$ cat config.mk
export PLATFORM = sky130hd
export DESIGN_NAME = bus_rx_endpoint
export DESIGN_NICKNAME = d
export VERILOG_FILES = /design/src/rtl/bus_pkg.sv /design/src/rtl/bus_sync_fifo.sv /design/src/rtl/bus_rx_endpoint.sv
export SDC_FILE = /design/constraint.sdc
export NUM_CORES = 1
export LEC_CHECK = 0
export CORE_MARGIN = 4
export CORE_UTILIZATION = 60
export CTS_BUF_LIST = sky130_fd_sc_hd__clkbuf_8 sky130_fd_sc_hd__clkbuf_16
export DETAILED_ROUTE_END_ITERATION = 10
export GPL_ROUTABILITY_DRIVEN = 0
export PLACE_DENSITY = 0.83
export SYNTH_ARGS = -nofsm -noshare
export SYNTH_HDL_FRONTEND = slang
export SYNTH_SLANG_ARGS = --single-unit
$ cat constraint.sdc
create_clock -name clk -period 5.3 [get_ports clk]
set_input_delay 1.06 -clock clk [delete_from_list [all_inputs] [get_ports clk]]
set_output_delay 1.06 -clock clk [all_outputs]
set_load 0.005 [all_outputs]
$ cat src/rtl/bus_pkg.sv
// Shared definitions for the bus receive path: address constants, the
// destination-extraction helper and the saturating event-counter type.
package bus_pkg;

   localparam int ID_W = 8;
   localparam logic [ID_W-1:0] BCAST_ID = 8'hFF;

   // Widest packet the helper accepts; callers left-align into this width.
   localparam int MAX_PKT_W = 1024;

   typedef logic [7:0] sat_cnt_t;

   // Destination ID is the top ID_W bits of a left-aligned packet.
   function automatic logic [ID_W-1:0] get_dest(input logic [MAX_PKT_W-1:0] pkt);
      return pkt[MAX_PKT_W-1 -: ID_W];
   endfunction

   // Increment that sticks at all-ones instead of wrapping.
   function automatic sat_cnt_t sat_inc(input sat_cnt_t c);
      if (c == 8'hFF) begin
         return c;
      end else begin
         return c + 8'd1;
      end
   endfunction

endpackage

$ cat src/rtl/bus_sync_fifo.sv
// Show-ahead synchronous FIFO. Occupancy is tracked explicitly; a read in the
// same cycle frees a slot so a write into a full FIFO can still land.
module bus_sync_fifo #(
   parameter int width = 16,
   parameter int depth = 8
) (
   input  logic                     clk,
   input  logic                     reset,
   input  logic                     wr_en,
   input  logic [width-1:0]         wr_data,
   input  logic                     rd_en,
   output logic [width-1:0]         rd_data,
   output logic                     not_empty,
   output logic                     full,
   output logic [$clog2(depth):0]   count,
   output logic                     drop
);

   localparam int PW = $clog2(depth);
   localparam int CW = PW + 1;
   localparam logic [CW-1:0] FULL_CNT = CW'(depth);

   logic [width-1:0] mem_r [depth];
   logic [PW-1:0]    wr_ptr_r;
   logic [PW-1:0]    rd_ptr_r;
   logic [CW-1:0]    count_r;
   logic             do_read_s;
   logic             do_write_s;

   // Decide which accesses are honoured; reads on empty are ignored.
   always_comb begin
      do_read_s  = 1'b0;
      do_write_s = 1'b0;
      drop       = 1'b0;
      if (rd_en && (count_r != CW'(0))) begin
         do_read_s = 1'b1;
      end else begin
         do_read_s = 1'b0;
      end
      if (wr_en && ((count_r != FULL_CNT) || do_read_s)) begin
         do_write_s = 1'b1;
      end else if (wr_en) begin
         drop = 1'b1;
      end else begin
         do_write_s = 1'b0;
      end
   end

   // Pointer and occupancy registers; reset discards all stored entries.
   always_ff @(posedge clk or posedge reset) begin
      if (reset) begin
         wr_ptr_r <= PW'(0);
         rd_ptr_r <= PW'(0);
         count_r  <= CW'(0);
      end else begin
         if (do_write_s) begin
            wr_ptr_r <= wr_ptr_r + PW'(1);
         end
         if (do_read_s) begin
            rd_ptr_r <= rd_ptr_r + PW'(1);
         end
         case ({do_write_s, do_read_s})
            2'b10:   count_r <= count_r + CW'(1);
            2'b01:   count_r <= count_r - CW'(1);
            default: count_r <= count_r;
         endcase
      end
   end

   // Storage array is deliberately not cleared by reset.
   always_ff @(posedge clk) begin
      if (do_write_s && !reset) begin
         mem_r[wr_ptr_r] <= wr_data;
      end
   end

   assign count     = count_r;
   assign not_empty = (count_r != CW'(0));
   assign full      = (count_r == FULL_CNT);
   assign rd_data   = not_empty ? mem_r[rd_ptr_r] : {width{1'b0}};

endmodule

$ cat src/rtl/bus_rx_endpoint.sv
// Receiving endpoint for one bus output port: filters packets by destination
// ID (own ID or broadcast), queues accepted packets, and counts drops.
module bus_rx_endpoint
   import bus_pkg::*;
#(
   parameter int              width = 16,
   parameter int              depth = 8,
   parameter logic [ID_W-1:0] id    = 8'd0
) (
   input  logic                     clk,
   input  logic                     reset,
   input  logic                     push,
   input  logic [width-1:0]         D_push,
   input  logic                     pop,
   output logic [width-1:0]         D_pop,
   output logic                     pndng,
   output logic                     full,
   output logic [$clog2(depth):0]   count,
   output logic [7:0]               ovf_cnt,
   output logic [7:0]               misroute_cnt
);

   logic [ID_W-1:0] dest_s;
   logic            accept_s;
   logic            misroute_s;
   logic            drop_s;
   sat_cnt_t        ovf_cnt_r;
   sat_cnt_t        misroute_cnt_r;
   sat_cnt_t        ovf_cnt_nxt_s;
   sat_cnt_t        misroute_cnt_nxt_s;

   assign dest_s = get_dest({D_push, {(MAX_PKT_W-width){1'b0}}});

   // Address filter: own ID or broadcast goes to the FIFO, anything else is a misroute.
   always_comb begin
      accept_s   = 1'b0;
      misroute_s = 1'b0;
      if (push && ((dest_s == id) || (dest_s == BCAST_ID))) begin
         accept_s = 1'b1;
      end else if (push) begin
         misroute_s = 1'b1;
      end else begin
         accept_s = 1'b0;
      end
   end

   bus_sync_fifo #(
      .width (width),
      .depth (depth)
   ) u_fifo (
      .clk       (clk),
      .reset     (reset),
      .wr_en     (accept_s),
      .wr_data   (D_push),
      .rd_en     (pop),
      .rd_data   (D_pop),
      .not_empty (pndng),
      .full      (full),
      .count     (count),
      .drop      (drop_s)
   );

   // Next values of the two drop counters, saturating at 255.
   always_comb begin
      ovf_cnt_nxt_s      = ovf_cnt_r;
      misroute_cnt_nxt_s = misroute_cnt_r;
      if (drop_s) begin
         ovf_cnt_nxt_s = sat_inc(ovf_cnt_r);
      end else begin
         ovf_cnt_nxt_s = ovf_cnt_r;
      end
      if (misroute_s) begin
         misroute_cnt_nxt_s = sat_inc(misroute_cnt_r);
      end else begin
         misroute_cnt_nxt_s = misroute_cnt_r;
      end
   end

   // Drop counters clear only on reset.
   always_ff @(posedge clk or posedge reset) begin
      if (reset) begin
         ovf_cnt_r      <= 8'd0;
         misroute_cnt_r <= 8'd0;
      end else begin
         ovf_cnt_r      <= ovf_cnt_nxt_s;
         misroute_cnt_r <= misroute_cnt_nxt_s;
      end
   end

   assign ovf_cnt      = ovf_cnt_r;
   assign misroute_cnt = misroute_cnt_r;

endmodule

==> run metrics, run 1 <==
outcome=finished, final reports clean; period utilization=76.7%; grt total ovfl=0; met3 GRT Util=5.19%; 1st-iter DRT viols=248; fillers=592; setup total negative slack=0 ns; Net Count, Synth=372; Worst path max stage delay=0.86 ns; Pre-antenna DRT Iters=4; htree depth=4; Slew headroom=24.7%; maximum operating frequency=246 MHz; ANT nets after route=0; Top FF cell, synth=edfxtp_1; Synth Cell Area=6330 um^2; total power draw=3810 uW; CTS Buffer Depth=2; Synth area leaders=edfxtp_1, mux4_2, dfrtp_1; hold slack=0.522 ns; max-cap violations=0; endpoints failing setup=0; dpl cells=534; Top delay family on crit path=flip-flops; Tmin final=4.07 ns; CP endpoint kind=primary output; leakage power=0.00275 uW; synth-to-layout area growth=21.5%; Req. time, crit path=4.24 ns; post-synthesis sequential area ratio=71.0%; Yosys top cell by area=edfxtp_1; DP Area=7080 um^2; min-delay src=misroute_cnt[5]; critical path's slowest cell=dfrtp_2; I/O pin count=58; Synth Register Bits=154; endpoints failing hold=0; EDFF count, synth=128; Finished Layout Cells=566; async set-reset flop share out of synthesis=16.9%; register area=4500 um^2; Hold Path End=misroute_cnt[5]; drt drc=0; postcts setup bufs=0; Reg clk slew, reported paths=0.07 ns; ANT cells=0; Critical Path Source Type=flip-flop; area of the multi-input gates=1740 um^2; Total GRT Usage=21.6%; HPWL Detailed=7560 um; Hold Path Class=flip-flop to flip-flop; vias per inst=5.97; r2r setup slk=2.28 ns; Avg WL per Cell=22.1 um; CTS Hold Bufs=0; Worst R2R End=u_fifo.count[3]; post-synthesis cell type count=42; WL final=12500 um; Crit path depth=5; DR vias=3379; share of layout cells above drive strength 1=21.2%; met1 Use GR=28.0%; crit path cell chain=buf_4 -> mux4_2 -> mux2i_1 -> nor2_1 -> clkdlybuf4s50_1; share of the synthesized area in the top cell type=60.7%; Slew Limit Fails=0; num rows=37; nets=445; clk_lat worst skew=0.53 ns; number of global-route vias before repair=3587; Setup CP Type=flip-flop to primary output; Synth Instances=344; most common cell in the netlist=edfxtp_1; PortBufs=57; Slew @ Worst Pin=1.13 ns; pin count of the biggest net entering global routing=35; busiest grt layer=met2; hold depth=1; pwr/cell area=495 nW/um^2; die span in x=111 um; worst r2r path cells=11; CTS sink cnt=154; top post-synthesis cells by count=edfxtp_1, mux4_2, dfrtp_1; CTS tree=built; Layout Cell Area excl Fill=7690 um^2; Bufs and invs on worst path=2; Post-CTS Resized=0; Worst Skew=0.0164 ns; Initial Utilization=61.3%; die height=111 um; core area=10300 um^2; Total Die Area=12300 um^2; peak supply drop=0.246 mV; Root Buffer=clkbuf_8; syn_area_per_cell=18.4 um^2; first-pass GRT wire length=20000 um; Inserted Clock Buffers=17; GRT met2 Usage=36.8%; yosys warns=0; RSZ-0062 raised after global routing=no; worst-path fanout max=23; initial antenna violation count=0; Critical R2R Launch=u_fifo.count[0]; CP arrival=3.01 ns
stage by stage:
| step | util (%) | setup slack (ns) |
|---|---|---|
| 3_5_place_dp | 68.6 | 1.21 |
| 4_1_cts | 74.5 | 1.13 |
| 6_report | 74.5 | 1.23 |
| 5_1_grt | 74.5 | 0.971 |
| 3_3_place_gp | 68.6 | 1.32 |
| 2_1_floorplan | - | 2.16 |
layout by cell type, fill, tap and decap left out, types with 5 or more instances in the layout:
cell               n
buf_4              9
clkbuf_16         16
clkdlybuf4s50_1   57
dfrtp_1           24
edfxtp_1         128
ha_1               7
inv_1              8
inv_6              8
mux2_2             5
mux2i_1           17
mux4_2            32
nand2_1           16
nand3_1            5
nor2_1            23
nor3_1             6
xnor2_1            5
xor2_1            13
how the worst max path moves through the flow:
stage | from | end
2_1_floorplan | D_push[8] | u_fifo.mem_r[0][0]
3_3_place_gp | D_push[8] | u_fifo.count[3]
3_5_place_dp | D_push[15] | u_fifo.count[3]
4_1_cts | u_fifo.rd_ptr_r[0] | D_pop[0]
5_1_grt | u_fifo.rd_ptr_r[0] | D_pop[0]
6_report | u_fifo.rd_ptr_r[0] | D_pop[0]
cell families after synthesis:
kind of cell / synth area share, %
compound gates: 0.949
xor+xnor: 2.49
fa+ha+maj: 1.70
buf+inv: 1.46
flops: 71.0
mux: 15.4
simple gates: 7.04
registers in the layout, indices dropped and copies added (netlist names):
register,flops
u_fifo.count,4
u_fifo.mem_r,128
u_fifo.wr_ptr_r,3
u_fifo.rd_ptr_r,3
misroute_cnt,8
ovf_cnt,8
final cells by class:
type	count	share of cell area [%]
repair buffers	66	8.29
multi-input cells	169	22.7
well taps	136	2.21
clock inverters	15	2.57
clock buffers	17	5.38
inverters	9	0.439
flip-flops and latches	154	58.4
worst reg2reg max path, cell delays in order (launching register included):
cell,delay [ns]
dfrtp_1,0.48
nor4_4,0.58
buf_4,0.32
inv_2,0.05
and2_1,0.22
ha_1,0.24
ha_1,0.28
a21o_1,0.19
a21oi_1,0.18
xnor2_1,0.14
nor2_1,0.07
xor2_1,0.15
routing by layer:
metal  routed length [um]  share of wire (%)  vias up
met5                    0                  0        -
met4                  141                1.1        0
met3                  804                6.4       15
met2                 6620                 53      130
met1                 4960                 40     1740
li1                     -                  -     1494
power breakdown:
group,switching [uW],internal [uW]
clock,514,736
combinational,328,640
sequential,221,1370
Note: power is estimated with default switching activity, not from simulation.
==> inputs of run 2 (changes only) <==
CORE_UTILIZATION = 57   (was 60)
PLACE_DENSITY = 0.79   (was 0.83)
clock period = 4.2 ns   (was 5.3 ns; I/O delays follow)
==> run 2 against run 1 <==
Compared with the run above:
- count of clock-buffer cells in the layout did not move
- first-iteration DRC count fell by 23%
- worst setup slack got worse by 0.71 ns
- final cell count rose by 2.5%
- flip-flop and latch count did not move
- total power rose by 24%
- clock skew fell by 0.012 ns
- global-route usage barely moved
- critical endpoint is now D_pop[13]
- critical path type unchanged
- utilization fell by 3.0 points
- wire length fell by 0.16%
==> run metrics, run 2 (synthesis results as in run 1) <==
CP endpoint kind=primary output; postcts setup bufs=0; I/O pin count=58; Hold Path Class=flip-flop to flip-flop; grt total ovfl=0; Hold Path End=ovf_cnt[4]; Slew Limit Fails=0; Total GRT Usage=21.6%; max-cap violations=0; Initial Utilization=58.4%; most frequent cells in the layout=edfxtp_1, clkdlybuf4s50_1, mux4_2; CTS sink cnt=154; Slew headroom=51.9%; worst setup margin=0.523 ns; WL final=12500 um; hold depth=1; Worst Skew=0.00463 ns; drt drc=0; vias per inst=5.77; most common cell after layout, fill and taps aside=edfxtp_1; CTS Hold Bufs=0; 1st-iter DRT viols=190; CTS tree=built; outcome=finished, final reports clean; num rows=38; most flop-heavy register=u_fifo.mem_r; worst-path fanout max=17; number of global-route vias before repair=3730; worst r2r path cells=10; maximum operating frequency=272 MHz; Slew @ Worst Pin=0.716 ns; min-delay src=ovf_cnt[4]; clk_lat worst skew=0.53 ns; Pre-antenna DRT Iters=4; CTS Buffer Depth=2; pin count of the biggest net entering global routing=27; ANT nets after route=0; PortBufs=57; Critical Path Source Type=flip-flop; Critical R2R Launch=u_fifo.count[0]; ANT cells=0; share of layout cells above drive strength 1=22.0%; synth-to-layout area growth=22.5%; first-pass GRT wire length=20400 um; r2r setup slk=1.33 ns; Req. time, crit path=3.36 ns; max reg flops=128; Worst R2R End=u_fifo.count[3]; pwr/cell area=608 nW/um^2; Root Buffer=clkbuf_8; CP arrival=2.84 ns; htree depth=4; RSZ-0062 raised after global routing=no; endpoints failing setup=0; Setup CP Type=flip-flop to primary output; die height=113 um; core area=10800 um^2; DR vias=3344; setup total negative slack=0 ns; Tmin final=3.68 ns; initial antenna violation count=0; Avg WL per Cell=21.6 um; period utilization=87.5%; leakage power=0.00279 uW; peak supply drop=0.323 mV; Reg clk slew, reported paths=0.06 ns; endpoints failing hold=0; nets=455; Post-CTS Resized=0; Inserted Clock Buffers=17; die span in x=113 um; HPWL Detailed=7820 um; worst slack, placed=0.314 ns; Total Die Area=12900 um^2
run 2: worst max path at each step:
stage | depth (start not counted) | start | to | slack [ns]
2_1_floorplan | 5 | D_push[8] | u_fifo.mem_r[0][0] | 1.28
3_3_place_gp | 12 | D_push[9] | u_fifo.count[3] | 0.44
3_5_place_dp | 12 | D_push[15] | u_fifo.count[3] | 0.31
4_1_cts | 5 | u_fifo.rd_ptr_r[0] | D_pop[13] | 0.43
5_1_grt | 5 | u_fifo.rd_ptr_r[0] | D_pop[11] | 0.32
6_report | 5 | u_fifo.rd_ptr_r[0] | D_pop[13] | 0.52
run 2: cell type report:
class | instances | area, um^2
sequential | 154 | 4500
fill | 698 | 3090
multi-input combinational | 169 | 1740
timing repair buffer | 76 | 738
clock buffer | 17 | 414
tap | 140 | 175
clock inverter | 15 | 153
inverter | 9 | 33.8
run 2: where the power goes:
group / leakage, uW / switching, uW / internal, uW / total [uW]
combinational: 0.00103 / 530 / 832 / 1360
clock: 0.000280 / 593 / 846 / 1440
sequential: 0.00148 / 182 / 1730 / 1910
run 2: layer usage:
metal  GRT usage [%]  share of wire (%)
met5               0                  0
met2            35.7                 54
met4            8.41                1.7
met3            5.57                4.2
met1            27.8                 41
run 2: critical path, cell delays in order (launching register included):
cell and delay, ns:
dfrtp_2 0.72, buf_4 0.33, mux4_2 0.53, mux2i_1 0.18, nor2_1 0.07, clkdlybuf4s50_1 0.47
run 2: through the flow:
step	cell area (um^2)	instances	util (%)	hold WS (ns)	power, uW
final	7750	580	71.5	0.527	4710
after floorplan	6330	344	-	0.492	2680
after global routing	7750	580	71.5	0.556	4960
after CTS	7750	580	71.5	0.524	4760
after global placement	7190	548	66.3	0.501	3260
after detailed placement	7190	548	66.3	0.516	3310
==> inputs of run 3 (changes only) <==
CTS_CLUSTER_DIAMETER = 60   (was not set)
==> results of run 3 <==
No change in the layout: final DEF, timing and power equal those of run 2.
